<file path="config.mk">
export PLATFORM = sky130hd
export DESIGN_NAME = dmem_arbiter
export DESIGN_NICKNAME = d
export VERILOG_FILES = /design/src/rtl/dmem_arbiter.sv
export SDC_FILE = /design/constraint.sdc
export NUM_CORES = 1
export LEC_CHECK = 0
export ABC_AREA = 1
export CAP_MARGIN = 5
export CORE_UTILIZATION = 33
export DETAILED_ROUTE_END_ITERATION = 16
export HOLD_SLACK_MARGIN = 0.03
export PLACE_DENSITY = 0.77
export SLEW_MARGIN = 20
export SYNTH_ARGS = -nofsm -noshare
export SYNTH_HDL_FRONTEND = slang
export SYNTH_SLANG_ARGS = --single-unit
export TNS_END_PERCENT = 50
</file>
<file path="constraint.sdc">
create_clock -name clk -period 3.1 [get_ports clk]
set_input_delay 0.93 -clock clk [delete_from_list [all_inputs] [get_ports clk]]
set_output_delay 0.93 -clock clk [all_outputs]
set_load 0.02 [all_outputs]
</file>
<file path="src/rtl/dmem_arbiter.sv">
// Two-port round-robin arbiter and load/store sequencer for the four-bank data memory.
// m0 is the CPU load/store path, m1 the debug/loader path. Requests are granted
// combinationally; responses are registered and pulse for one cycle.
module dmem_arbiter #(
  parameter int unsigned ADDR_W    = 32,
  parameter int unsigned MEM_WORDS = 4096
) (
  input  logic              clk,
  input  logic              reset,
  input  logic              m0_valid,
  output logic              m0_ready,
  input  logic [ADDR_W-1:0] m0_addr,
  input  logic [31:0]       m0_wdata,
  input  logic              m0_write,
  input  logic [1:0]        m0_size,
  input  logic              m0_unsigned,
  output logic              m0_rsp_valid,
  output logic [31:0]       m0_rsp_rdata,
  output logic              m0_rsp_err,
  input  logic              m1_valid,
  output logic              m1_ready,
  input  logic [ADDR_W-1:0] m1_addr,
  input  logic [31:0]       m1_wdata,
  input  logic              m1_write,
  input  logic [1:0]        m1_size,
  input  logic              m1_unsigned,
  output logic              m1_rsp_valid,
  output logic [31:0]       m1_rsp_rdata,
  output logic              m1_rsp_err,
  output logic [ADDR_W-1:0] daddr,
  output logic [31:0]       dwdata,
  output logic [3:0]        dwe,
  input  logic [31:0]       drdata
);

  localparam int unsigned WIDX_W = ADDR_W - 2;
  localparam logic [WIDX_W-1:0] WORD_LIM = WIDX_W'(MEM_WORDS);

  localparam logic [1:0] SZ_BYTE = 2'b00;
  localparam logic [1:0] SZ_HALF = 2'b01;
  localparam logic [1:0] SZ_WORD = 2'b10;
  localparam logic [1:0] SZ_RSV  = 2'b11;

  logic              r_prio;
  logic [1:0]        r_rsp_valid;
  logic [31:0]       r_rsp_rdata;
  logic              r_rsp_err;

  logic              w_gnt0;
  logic              w_gnt1;
  logic              w_any;
  logic [ADDR_W-1:0] w_addr;
  logic [31:0]       w_wdata;
  logic              w_write;
  logic [1:0]        w_size;
  logic              w_uns;
  logic              w_err;
  logic [7:0]        w_byte;
  logic [15:0]       w_half;
  logic [31:0]       w_ld_data;
  logic [31:0]       w_rsp_data;

  // Grant: lone requester wins, ties go to prio; nothing is granted during reset
  assign w_gnt0 = ~reset & m0_valid & (~m1_valid | ~r_prio);
  assign w_gnt1 = ~reset & m1_valid & (~m0_valid |  r_prio);
  assign w_any  = w_gnt0 | w_gnt1;

  assign m0_ready = w_gnt0;
  assign m1_ready = w_gnt1;

  // Request fields of the granted master
  assign w_addr  = w_gnt1 ? m1_addr     : m0_addr;
  assign w_wdata = w_gnt1 ? m1_wdata    : m0_wdata;
  assign w_write = w_gnt1 ? m1_write    : m0_write;
  assign w_size  = w_gnt1 ? m1_size     : m0_size;
  assign w_uns   = w_gnt1 ? m1_unsigned : m0_unsigned;

  // Reserved size, misalignment or word index beyond the memory
  assign w_err = (w_size == SZ_RSV)
               | ((w_size == SZ_HALF) & w_addr[0])
               | ((w_size == SZ_WORD) & (w_addr[1:0] != 2'b00))
               | (w_addr[ADDR_W-1:2] >= WORD_LIM);

  // Memory drive: address of the grant, lane-replicated store data and byte enables
  always_comb begin
    daddr  = '0;
    dwdata = '0;
    dwe    = 4'b0000;
    if (w_any) begin
      daddr = w_addr;
      if (w_write && !w_err) begin
        case (w_size)
          SZ_BYTE: begin
            dwe    = 4'b0001 << w_addr[1:0];
            dwdata = {4{w_wdata[7:0]}};
          end
          SZ_HALF: begin
            dwe    = w_addr[1] ? 4'b1100 : 4'b0011;
            dwdata = {2{w_wdata[15:0]}};
          end
          SZ_WORD: begin
            dwe    = 4'b1111;
            dwdata = w_wdata;
          end
          default: begin
            dwe    = 4'b0000;
            dwdata = '0;
          end
        endcase
      end
    end
  end

  // Load lane extraction and sign/zero extension
  always_comb begin
    w_byte    = drdata[{w_addr[1:0], 3'b000} +: 8];
    w_half    = w_addr[1] ? drdata[31:16] : drdata[15:0];
    w_ld_data = '0;
    case (w_size)
      SZ_BYTE: w_ld_data = w_uns ? {24'h000000, w_byte} : {{24{w_byte[7]}}, w_byte};
      SZ_HALF: w_ld_data = w_uns ? {16'h0000, w_half}   : {{16{w_half[15]}}, w_half};
      SZ_WORD: w_ld_data = drdata;
      default: w_ld_data = '0;
    endcase
    w_rsp_data = (w_any && !w_write && !w_err) ? w_ld_data : 32'h0000_0000;
  end

  // Priority toggle and one-cycle response capture
  always_ff @(posedge clk) begin
    if (reset) begin
      r_prio      <= 1'b0;
      r_rsp_valid <= 2'b00;
      r_rsp_rdata <= '0;
      r_rsp_err   <= 1'b0;
    end else begin
      if (w_any) begin
        r_prio <= w_gnt0;
      end
      r_rsp_valid <= {w_gnt1, w_gnt0};
      r_rsp_rdata <= w_rsp_data;
      r_rsp_err   <= w_any & w_err;
    end
  end

  // Responses are suppressed while reset is held so nothing escapes mid-reset
  assign m0_rsp_valid = r_rsp_valid[0] & ~reset;
  assign m1_rsp_valid = r_rsp_valid[1] & ~reset;
  assign m0_rsp_rdata = m0_rsp_valid ? r_rsp_rdata : 32'h0000_0000;
  assign m1_rsp_rdata = m1_rsp_valid ? r_rsp_rdata : 32'h0000_0000;
  assign m0_rsp_err   = m0_rsp_valid & r_rsp_err;
  assign m1_rsp_err   = m1_rsp_valid & r_rsp_err;

endmodule

</file>
==> implementation parameters <==
Parameter                              Value

Synthesis
  Share of the synthesized area in the top cell type    25.5%
  Mean post-synth cell area    4.91 um2
  Count of warnings emitted by yosys    0
  Part of the Yosys area used for sequential elements    15.7%
  Post-synthesis cell type with the largest combined area    sky130_fd_sc_hd__nand2_1
  Syn Inst Count    937
  Flip-flop and latch count after synthesis    36
  Distinct cell type count after synthesis    25
  Leading post-synthesis cells by cell area    sky130_fd_sc_hd__nand2_1, sky130_fd_sc_hd__nor2_1, sky130_fd_sc_hd__dfxtp_1, sky130_fd_sc_hd__inv_1, sky130_fd_sc_hd__nor2_2
  Net Count, Synth    1109
  Post-Synthesis Cell Area    0.00460 mm2

STA
  Final period utilization    121%
  Achievable frequency    0.267 GHz
  Clock tree skew after final layout    0.00269 ns
  Post-route setup slack    -0.644 ns
  Fin. max-slew vios    0
  Worst slew margin relative to its limit    72.8%
  Number of failing setup endpoints in the final timing report    50
  Count of final hold-check violations    0
  Time the worst path needs with I/O delays and setup    3.74 ns
  Setup TNS    -21.38 ns
  WHS    0.618 ns
  Setup repair after global routing missed its margin    true
  Least-Margin Pin Slew    0.404 ns

Floorplan
  Total number of placement rows    42
  Die outline width    120 um
  Die footprint    0.0144 mm2
  Area of the core region    0.0134 mm2
  Initial core utilization    34.3%
  Number of top-level pins    310
  Die boundary height    120 um

Routing
  Via density    4.66
  DRC violations left    0
  Via total after detailed routing    6949
  Antenna Nets Post-Route    0
  1st-pass router iterations    5
  Routed wire per std cell    14.1 um
  Routed wire length    21100 um
  First DRT Iteration DRCs    343

Clock tree
  TritonCTS Buffers    5
  Number of buffers on the longest clock path    2
  Clock tree from TritonCTS    built
  Clock Pin Slew Worst Setup and Hold Paths    0.05 ns
  Clock latency reported for the late side of the worst-skew pair    0.27 ns
  Count of H-tree levels built during CTS    2
  Clock sink count    36
  Buffer cell driving the clock tree root    sky130_fd_sc_hd__clkbuf_16
  Cts-stage hold buffer count    0

Worst setup path
  Worst path top cell family by delay    simple AND/OR/NAND/NOR gates
  Max stage delay on crit path    0.23 ns
  Slowest cell on the critical path    sky130_fd_sc_hd__nor2_4
  Required time of the critical path    2.17 ns
  Combined buffer and inverter count along the critical path    5
  Nature of the critical path startpoint    primary input
  Cell repeated most along the worst path    sky130_fd_sc_hd__nor2_4
  Category of the most critical setup path    in -> out
  Worst path arrival time    2.81 ns
  Kind of end point of the critical path    primary output
  Worst-path fanout max    7
  Cell-by-cell listing of the critical path    buf_8 -> nor2_4 -> buf_6 -> nand3b_1 -> nand2_4 -> nor2_4 -> nor2_2 -> nand2_2 -> nor2_4 -> nand3_4 -> buf_12 -> buf_16 -> nor2_4 -> buf_6

Power and ir drop
  Power density relative to cell area    223 mW/mm2
  Maximum vdd drop    0.000222 V
  Leakage dissipation    4.70 nW

Placement
  Gp weighted congestion    0.971
  Number of buffers inserted by port buffering    309
  Final HPWL DP    16000 um
  Pre-CTS setup slack    -1.52 ns

Layout
  Count of nets after finishing    1487
  Final standard cell utilization of the core    70.0%
  Antenna fix cells    0
  Share of layout cells above drive strength 1    23.7%
  Signed area change from the synthesized netlist to the final layout    104%

GRT
  Initial antenna violation count    1
  First-pass GRT wire length    32500 um
  Pin count of the biggest net entering global routing    35
  GRT Total Usage    28.4%
  Via count of the first global-routing pass    6602
  Total grt overflow    0

Hold path
  Hold crit path type    reg -> reg

Outcome
  Failing checks    negative setup slack
  Status    complete, but fails checks

Flow run
  Max-cap viol count    0
-- final cells by class --
class	count	area [um2]
timing repair buffer	424	4190
fill	1169	4020
multi-input combinational	693	3470
sequential	36	721
inverter	155	607
tap	176	220
clock buffer	5	125
clock inverter	3	42.5
-- worst reg2reg max path: stages, from the launching register on --
cell	delay [ns]
sky130_fd_sc_hd__dfxtp_1	0.31
sky130_fd_sc_hd__inv_1	0.10
sky130_fd_sc_hd__nand2_4	0.12
sky130_fd_sc_hd__nand2_8	0.13
sky130_fd_sc_hd__buf_12	0.12
sky130_fd_sc_hd__buf_16	0.13
sky130_fd_sc_hd__nand2_1	0.07
sky130_fd_sc_hd__nand2_2	0.07
sky130_fd_sc_hd__nand2_1	0.07
sky130_fd_sc_hd__nor2_2	0.11
sky130_fd_sc_hd__nand2_2	0.08
sky130_fd_sc_hd__nor2_4	0.12
sky130_fd_sc_hd__buf_4	0.12
sky130_fd_sc_hd__buf_4	0.09
sky130_fd_sc_hd__buf_4	0.11
sky130_fd_sc_hd__nand3_4	0.12
sky130_fd_sc_hd__buf_4	0.17
sky130_fd_sc_hd__nor2_1	0.14
-- synthesized netlist by cell type, drive strengths merged --
cell	count
nand2	318
nor2	246
inv	153
o21ai	45
buf	38
dfxtp	36
nand3	31
a21oi	21
nand3b	17
clkbuf	15
o211ai	7
nor3	5
clkinv	2
nand4	2
a211oi	1
-- power by group --
| part | total, mW | switching, mW | internal [mW] |
|---|---|---|---|
| Clock | 0.553 | 0.176 | 0.377 |
| Sequential | 0.467 | 0.00109 | 0.466 |
| Combinational | 1.07 | 0.540 | 0.532 |
| Total | 2.09 | 0.718 | 1.38 |
-- cell usage in the layout (no fill, tap or decap), types with 10 or more instances in the layout --
cell	count
sky130_fd_sc_hd__a21oi_1	11
sky130_fd_sc_hd__nand3_1	28
sky130_fd_sc_hd__nand3b_1	17
sky130_fd_sc_hd__nand2_1	287
sky130_fd_sc_hd__inv_1	144
sky130_fd_sc_hd__buf_12	14
sky130_fd_sc_hd__clkdlybuf4s50_1	168
sky130_fd_sc_hd__nand2_2	20
sky130_fd_sc_hd__dlygate4sd2_1	68
sky130_fd_sc_hd__nand2_4	10
sky130_fd_sc_hd__buf_6	50
sky130_fd_sc_hd__dfxtp_1	36
sky130_fd_sc_hd__nor2_4	42
sky130_fd_sc_hd__buf_4	110
sky130_fd_sc_hd__nor2_1	186
sky130_fd_sc_hd__nor2_2	18
sky130_fd_sc_hd__o21ai_1	15
sky130_fd_sc_hd__o21ai_0	26
-- metrics by stage --
stage / instances / area (um2) / power [mW]
after floorplan: 937 / 4880 / 0.955
after global placement: 1465 / 8690 / 1.43
after detailed placement: 1465 / 8690 / 1.44
after CTS: 1491 / 9120 / 2.03
after global routing: 1492 / 9380 / 2.21
final: 1492 / 9380 / 2.09
-- cells by family (layout without fill, tap and decap cells) --
group           after synthesis  after routing  synth area share (%)
compound gates               74             74                  8.49
buf+inv                     208            587                  19.4
flops                        36             36                  15.7
simple gates                619            619                  56.4
-- routing by layer --
metal  vias to the layer above  GRT usage (%)  wire (um)
li1                       3524              -          -
met1                      3030           32.0       7900
met2                       332           52.0      10600
met3                        61           4.90       1680
met4                         2           12.4        907
met5                         -              0         16
-- path summary, 6_finish.rpt --
| path | start | end | slack, ns | cells after the start |
|---|---|---|---|---|
| hold / removal | r_prio$_SDFFE_PP0N_ | r_prio$_SDFFE_PP0N_ | 0.62 | 3 |
| setup / recovery | reset | dwdata[1] | -0.64 | 14 |
| setup reg to reg | r_prio$_SDFFE_PP0N_ | r_rsp_rdata[31]$_SDFF_PP0_ | 0.85 | 17 |
| hold reg to reg | r_prio$_SDFFE_PP0N_ | r_prio$_SDFFE_PP0N_ | 0.62 | 3 |
-- flip-flops by register name, indices dropped and copies added (netlist names) --
name / flops
r_rsp_rdata: 32
r_rsp_valid: 2
r_prio: 1
r_rsp_err: 1
-- repair_timing --
item,4_1_cts,5_1_grt
cloned,6,2
buffers inserted,12,2
resized for setup,494,99
pin swaps,14,23
endpoints found under the setup margin,141,70
(Power assumes the default switching activity.)
